File: src/rtl/div_issue_ctrl_pkg.sv
// Shared constants and types for the EX-stage divider issue controller.
package div_issue_ctrl_pkg;

  localparam int DIV_DATA_W       = 32;
  localparam int DIV_DRAIN_CYCLES = 2;
  localparam int DIV_DRAIN_CNT_W  = $clog2(DIV_DRAIN_CYCLES + 1);

  // LO value returned by the fast zero-divisor path.
  localparam logic [DIV_DATA_W-1:0] DIV_ZERO_LO = 32'hFFFF_FFFF;

  typedef enum logic [1:0] {
    IDLE,
    BUSY,
    DONE,
    DRAIN
  } div_ctrl_state_t;

endpackage

File: src/rtl/div_issue_ctrl_if.sv
// Handshake between the issue controller (master) and the iterative divider
// (slave): start/annul/operands out, {remainder, quotient} and ready back.
interface div_issue_ctrl_if;
  import div_issue_ctrl_pkg::*;

  logic                    div_start;
  logic                    div_annul;
  logic                    div_signed;
  logic [DIV_DATA_W-1:0]   div_op1;
  logic [DIV_DATA_W-1:0]   div_op2;
  logic [2*DIV_DATA_W-1:0] div_result;
  logic                    div_ready;

  modport master (
    output div_start, div_annul, div_signed, div_op1, div_op2,
    input  div_result, div_ready
  );

  modport slave (
    input  div_start, div_annul, div_signed, div_op1, div_op2,
    output div_result, div_ready
  );

endinterface

File: src/rtl/div_issue_ctrl.sv
// EX-stage initiator for the iterative divider. Issues DIV/DIVU, stalls the
// front end while the divide runs, holds the HI/LO result until consumed, and
// drains the divider after a flush before the next issue.
// Optional feature: define DIV_FAST_ZERO_EN to answer zero divisors locally
// (HI = dividend, LO = all ones) without starting the divider.
module div_issue_ctrl
  import div_issue_ctrl_pkg::*;
(
  input  logic                  clk,
  input  logic                  rst,
  input  logic                  ex_div_valid,
  input  logic                  ex_div_signed,
  input  logic [DIV_DATA_W-1:0] ex_op1,
  input  logic [DIV_DATA_W-1:0] ex_op2,
  input  logic                  flush,
  input  logic                  downstream_stall,
  output logic                  div_stall,
  output logic                  div_result_valid,
  output logic [DIV_DATA_W-1:0] div_hi,
  output logic [DIV_DATA_W-1:0] div_lo,
  div_issue_ctrl_if.master      dbus
);

  div_ctrl_state_t             state;
  div_ctrl_state_t             state_next;
  logic [DIV_DRAIN_CNT_W-1:0]  drain_cnt;
  logic                        drain_last;
  logic [DIV_DATA_W-1:0]       op1_q;
  logic [DIV_DATA_W-1:0]       op2_q;
  logic                        signed_q;
  logic                        issue;
  logic                        capture;
  logic                        start_c;
  logic                        annul_c;
`ifdef DIV_FAST_ZERO_EN
  logic                        fast_zero;
`endif

  assign drain_last = (drain_cnt == DIV_DRAIN_CNT_W'(DIV_DRAIN_CYCLES - 1));

  // Operands and sign stay frozen from issue through completion because the
  // divider re-reads the sign bits when it finishes.
  assign dbus.div_op1    = op1_q;
  assign dbus.div_op2    = op2_q;
  assign dbus.div_signed = signed_q;
  assign dbus.div_start  = start_c;
  assign dbus.div_annul  = annul_c;

  // Next-state and handshake decode; start drops in the same cycle ready is
  // seen so a free divider never resamples it.
  always_comb begin
    // NOTE: every output gets a default first so no path infers a latch.
    state_next       = state;
    div_stall        = 1'b0;
    div_result_valid = 1'b0;
    start_c          = 1'b0;
    annul_c          = 1'b0;
    issue            = 1'b0;
    capture          = 1'b0;
`ifdef DIV_FAST_ZERO_EN
    fast_zero        = 1'b0;
`endif
    case (state)
      IDLE: begin
        if (ex_div_valid && !flush) begin
          div_stall = 1'b1;
          issue     = 1'b1;
`ifdef DIV_FAST_ZERO_EN
          if (ex_op2 == '0) begin
            fast_zero  = 1'b1;
            state_next = DONE;
          end else begin
            state_next = BUSY;
          end
`else
          state_next = BUSY;
`endif
        end
      end
      BUSY: begin
        div_stall = 1'b1;
        start_c   = !dbus.div_ready && !flush;
        // A flush wins over a coincident ready: the result is dropped.
        if (flush) begin
          annul_c    = 1'b1;
          state_next = DRAIN;
        end else if (dbus.div_ready) begin
          capture    = 1'b1;
          state_next = DONE;
        end
      end
      DONE: begin
        div_result_valid = !flush;
        if (flush || !downstream_stall) begin
          state_next = IDLE;
        end
      end
      DRAIN: begin
        // Let a divider parked in its zero-divide/end state settle to free.
        div_stall = ex_div_valid;
        if (drain_last) begin
          state_next = IDLE;
        end
      end
    endcase
  end

  // State, drain counter, operand latch and HI/LO result registers.
  always_ff @(posedge clk) begin
    if (!rst) begin
      state     <= IDLE;
      drain_cnt <= '0;
      op1_q     <= '0;
      op2_q     <= '0;
      signed_q  <= 1'b0;
      div_hi    <= '0;
      div_lo    <= '0;
    end else begin
      // NOTE: non-blocking updates keep every register sampling pre-edge values.
      state <= state_next;
      if (state == DRAIN) begin
        drain_cnt <= drain_cnt + 1'b1;
      end else begin
        drain_cnt <= '0;
      end
      if (issue) begin
        op1_q    <= ex_op1;
        op2_q    <= ex_op2;
        signed_q <= ex_div_signed;
      end
      if (capture) begin
        div_hi <= dbus.div_result[2*DIV_DATA_W-1:DIV_DATA_W];
        div_lo <= dbus.div_result[DIV_DATA_W-1:0];
      end
`ifdef DIV_FAST_ZERO_EN
      if (fast_zero) begin
        div_hi <= ex_op1;
        div_lo <= DIV_ZERO_LO;
      end
`endif
    end
  end

endmodule

File: src/flat_wrapper.sv
// flat-port wrapper written by rule: the top's interface ports become plain ports
module div_issue_ctrl_flat import div_issue_ctrl_pkg::*;
  (clk, rst, ex_div_valid, ex_div_signed, ex_op1, ex_op2, flush, downstream_stall, div_stall, div_result_valid, div_hi, div_lo, dbus_div_start, dbus_div_annul, dbus_div_signed, dbus_div_op1, dbus_div_op2, dbus_div_result, dbus_div_ready);
  div_issue_ctrl_if dbus_i ();
  input  logic clk;
  input  logic rst;
  input  logic ex_div_valid;
  input  logic ex_div_signed;
  input  logic [DIV_DATA_W-1:0] ex_op1;
  input  logic [DIV_DATA_W-1:0] ex_op2;
  input  logic flush;
  input  logic downstream_stall;
  output logic div_stall;
  output logic div_result_valid;
  output logic [DIV_DATA_W-1:0] div_hi;
  output logic [DIV_DATA_W-1:0] div_lo;
  output wire logic [$bits(dbus_i.div_start)-1:0] dbus_div_start;
  output wire logic [$bits(dbus_i.div_annul)-1:0] dbus_div_annul;
  output wire logic [$bits(dbus_i.div_signed)-1:0] dbus_div_signed;
  output wire logic [$bits(dbus_i.div_op1)-1:0] dbus_div_op1;
  output wire logic [$bits(dbus_i.div_op2)-1:0] dbus_div_op2;
  input wire logic [$bits(dbus_i.div_result)-1:0] dbus_div_result;
  input wire logic [$bits(dbus_i.div_ready)-1:0] dbus_div_ready;
  assign dbus_div_start = dbus_i.div_start;
  assign dbus_div_annul = dbus_i.div_annul;
  assign dbus_div_signed = dbus_i.div_signed;
  assign dbus_div_op1 = dbus_i.div_op1;
  assign dbus_div_op2 = dbus_i.div_op2;
  assign dbus_i.div_result = dbus_div_result;
  assign dbus_i.div_ready = dbus_div_ready;
  div_issue_ctrl u_core (.clk(clk), .rst(rst), .ex_div_valid(ex_div_valid), .ex_div_signed(ex_div_signed), .ex_op1(ex_op1), .ex_op2(ex_op2), .flush(flush), .downstream_stall(downstream_stall), .div_stall(div_stall), .div_result_valid(div_result_valid), .div_hi(div_hi), .div_lo(div_lo), .dbus(dbus_i));
endmodule
File: config.mk
export PLATFORM = sky130hd
export DESIGN_NAME = div_issue_ctrl_flat
export DESIGN_NICKNAME = d
export VERILOG_FILES = /design/src/rtl/div_issue_ctrl_pkg.sv /design/src/rtl/div_issue_ctrl_if.sv /design/src/rtl/div_issue_ctrl.sv /design/src/flat_wrapper.sv
export SDC_FILE = /design/constraint.sdc
export NUM_CORES = 1
export LEC_CHECK = 0
export ABC_AREA = 1
export BUFFER_PORTS_ARGS = -buffer_cell sky130_fd_sc_hd__buf_2
export CAP_MARGIN = 40
export CORE_UTILIZATION = 45
export CTS_CLUSTER_DIAMETER = 120
export DETAILED_ROUTE_END_ITERATION = 8
export GPL_ROUTABILITY_DRIVEN = 1
export PLACE_DENSITY = 0.81
export SLEW_MARGIN = 10
export SYNTH_ARGS = -nofsm -noshare
export SYNTH_HDL_FRONTEND = slang
export SYNTH_SLANG_ARGS = --single-unit
File: constraint.sdc
create_clock -name clk -period 3.1 [get_ports clk]
set_clock_uncertainty 0.1 [all_clocks]
set_input_delay 0.155 -clock clk [delete_from_list [all_inputs] [get_ports clk]]
set_output_delay 0.155 -clock clk [all_outputs]
set_load 0.01 [all_outputs]
==> qor.csv <==
stage,metric,value,unit
synthesis,netlist_instances,597,
worst_hold_path,hold_end,u_core.dbus.div_op1[20],
floorplanning,num_rows,37,
layout,fin_nets,1116,
sta,tightest_slew,0.698,ns
grt,grt_max_degree,91,
critical_path,slowest_stage,dlygate4sd3_1,
run_status,status,"finished, final reports clean",
pwr,power.total,5.03,mW
sta,finalCritPeriodShare,0.648,
critical_path,timing.rr.end,u_core.dbus.div_op2[26],
cts,cts_root_buffer,clkbuf_8,
critical_path,path_class,input pin to flip-flop,
drt,wl_per_cell,16.1,µm
synthesis,synthesis.area,4810,µm²
critical_path,ff2ff_setup_slack,1.10,ns
grt,antenna_found_initial,0,
critical_path,crit_chain,"dlygate4sd3_1, buf_2, inv_1, nor2_1, dlygate4sd3_1, nand2_1, nand3_1, dlygate4sd3_1, a21oi_1",
job,cap_violations,0,
cts,cts_max_path_buffers,2,
cts,htreeDepth,4,
drt,first_pass_iters,5,
drt,drc,0,
worst_hold_path,hp-start,rst,
drt,wl,18100,µm
cts,clock_latency,0.49,ns
grt,globalRouteOverflowTotal,0,
pwr,power_density,621,nW/µm²
sta,rsz0062_at_grt,false,
floorplanning,io_pins,268,
critical_path,reg2reg_from,u_core.state[1],
sta,fin_tns_setup,0,ns
drt,vias,5659,
place,portBuffers,267,
place,place_congestion,0.764,
sta,drv_slew,0,
synthesis,synth.net_count,733,
drt,drtIter0Drc,424,
floorplanning,coreArea,10300,µm²
synthesis,netlist-cell-type-count,20,
critical_path,cp.required,3.42,ns
sta,holdWs,0.0789,ns
critical_path,slowest_delay,0.59,ns
cts,ctsResizeCount,0,
critical_path,crit_fanout,2,
layout,num_antenna_cells,0,
synthesis,avgSynthCellArea,8.06,µm²
cts,cts_made_buffers,17,
layout,synthToLayoutAreaGrowth,68.4,%
sta,fmax,498,MHz
grt,grt_pass1_wl,28400,µm
floorplanning,dieWidth,105,µm
critical_path,critPathLaunchType,input pin,
sta,max-slew-margin-rel,0.535,
layout,final_cell_mix,"buf_2 (266), nor2_1 (136), dlygate4sd3_1 (134)",
place,pre_cts_slack,1.30,ns
floorplanning,die_area,11100,µm²
drt,vias_per_cell,5.01,
synthesis,yosys_register_bits,133,
synthesis,synth_warnings,0,
grt,grt_pass1_vias,5853,
worst_hold_path,min_delay_path_depth,3,
layout,final_core_utilization,0.785,
critical_path,path_common_cell,dlygate4sd3_1,
cts,clkTransAtPathRegs,0.06,ns
pwr,p_leak,3.82,nW
pwr,peakVddDrop,0.480,mV
sta,fin_crit,2.01,ns
critical_path,arrival,2.33,ns
grt,grtUsageTotal,0.327,
cts,cts_sinks,133,
sta,setup_viol,0,
critical_path,worstRegToRegCells,5,
sta,worst_slack,1.09,ns
sta,hold_viol,0,
place,dp_hpwl,8670,µm
synthesis,ys_seq_area_frac,0.553,
floorplanning,start_util,0.466,
drt,antenna_left,0,
cts,cts_tree,built,
floorplanning,die_y,105,µm
layout,layout_commonest_cell,buf_2,
layout,drive_gt1_frac,0.311,
worst_hold_path,hold_class,input pin to flip-flop,
critical_path,worstSetupEndpointType,flip-flop,
cell families after synthesis:
family | Yosys count | synth area share
compound gates | 197 | 0.205
fa+ha+maj | 1 | 0.00260
buf+inv | 114 | 0.114
flops | 133 | 0.553
simple gates | 152 | 0.125
power by group:
group	switching (mW)	internal [mW]
Combinational	0.512	0.422
Clock	0.741	1.37
Sequential	0.103	1.88
Total	1.36	3.67
through the flow:
stage / area, µm² / cells
floorplan: 4810 / 597
global placement: 6100 / 962
detailed placement: 6130 / 963
CTS: 8100 / 1129
global route: 8100 / 1129
finish: 8100 / 1129
cell usage after synthesis:
master,n,area share
o21ai_0,68,0.071
ha_1,1,0.0026
inv_1,71,0.055
nor3_1,1,0.0010
clkbuf_1,17,0.013
dfxtp_1,133,0.55
o21ai_1,62,0.064
nand3_2,2,0.0042
nor2_2,1,0.0013
buf_4,1,0.0016
nand2_1,7,0.0055
nor2_4,1,0.0023
nand3_1,3,0.0031
clkinv_2,1,0.0010
buf_6,14,0.033
inv_2,1,0.00078
buf_2,9,0.0094
a21oi_1,67,0.070
nand3b_1,1,0.0016
nor2_1,136,0.11
per-layer routing:
metal,global-route usage,share of wire,vias to the layer above
met5,0,0,-
met4,0.177,0.046,0
met3,0.111,0.084,76
met2,0.587,0.50,317
met1,0.333,0.37,2594
li1,-,-,2672
worst max-delay path, delay by kind of cell:
kind	cells	cell delay (ns)
buf+inv	5	1.86
simple gates	3	0.20
compound gates	1	0.11
layout make-up:
type | count | area, µm²
multi-input combinational | 350 | 1610
inverter | 73 | 275
clock inverter | 12 | 176
timing repair buffer | 405 | 2760
tap | 136 | 170
sequential | 133 | 2660
fill | 617 | 2220
clock buffer | 20 | 455
worst max-delay path by stage:
stage / from / cells past startpoint / end
global placement: u_core.state[1] / 5 / u_core.dbus.div_op2[19]
finish: downstream_stall / 9 / u_core.state[0]
CTS: u_core.state[1] / 4 / div_stall
floorplan: u_core.state[1] / 6 / u_core.dbus.div_op1[10]
global route: u_core.state[1] / 4 / div_stall
detailed placement: u_core.state[1] / 5 / u_core.dbus.div_op1[26]
state kept, by name, indices dropped and copies added (netlist names):
name,flops
u_core.dbus.div_op1,32
u_core.dbus.div_op2,32
u_core.div_hi,32
u_core.drain_cnt,2
u_core.dbus.div_signed,1
u_core.state,2
u_core.div_lo,32
repair_timing:
item / CTS / global route
hold buffers: 134 / 0
endpoints found under the hold margin: 131 / 0
buffers inserted: 0 / 0
Note: power is estimated with default switching activity, not from simulation.
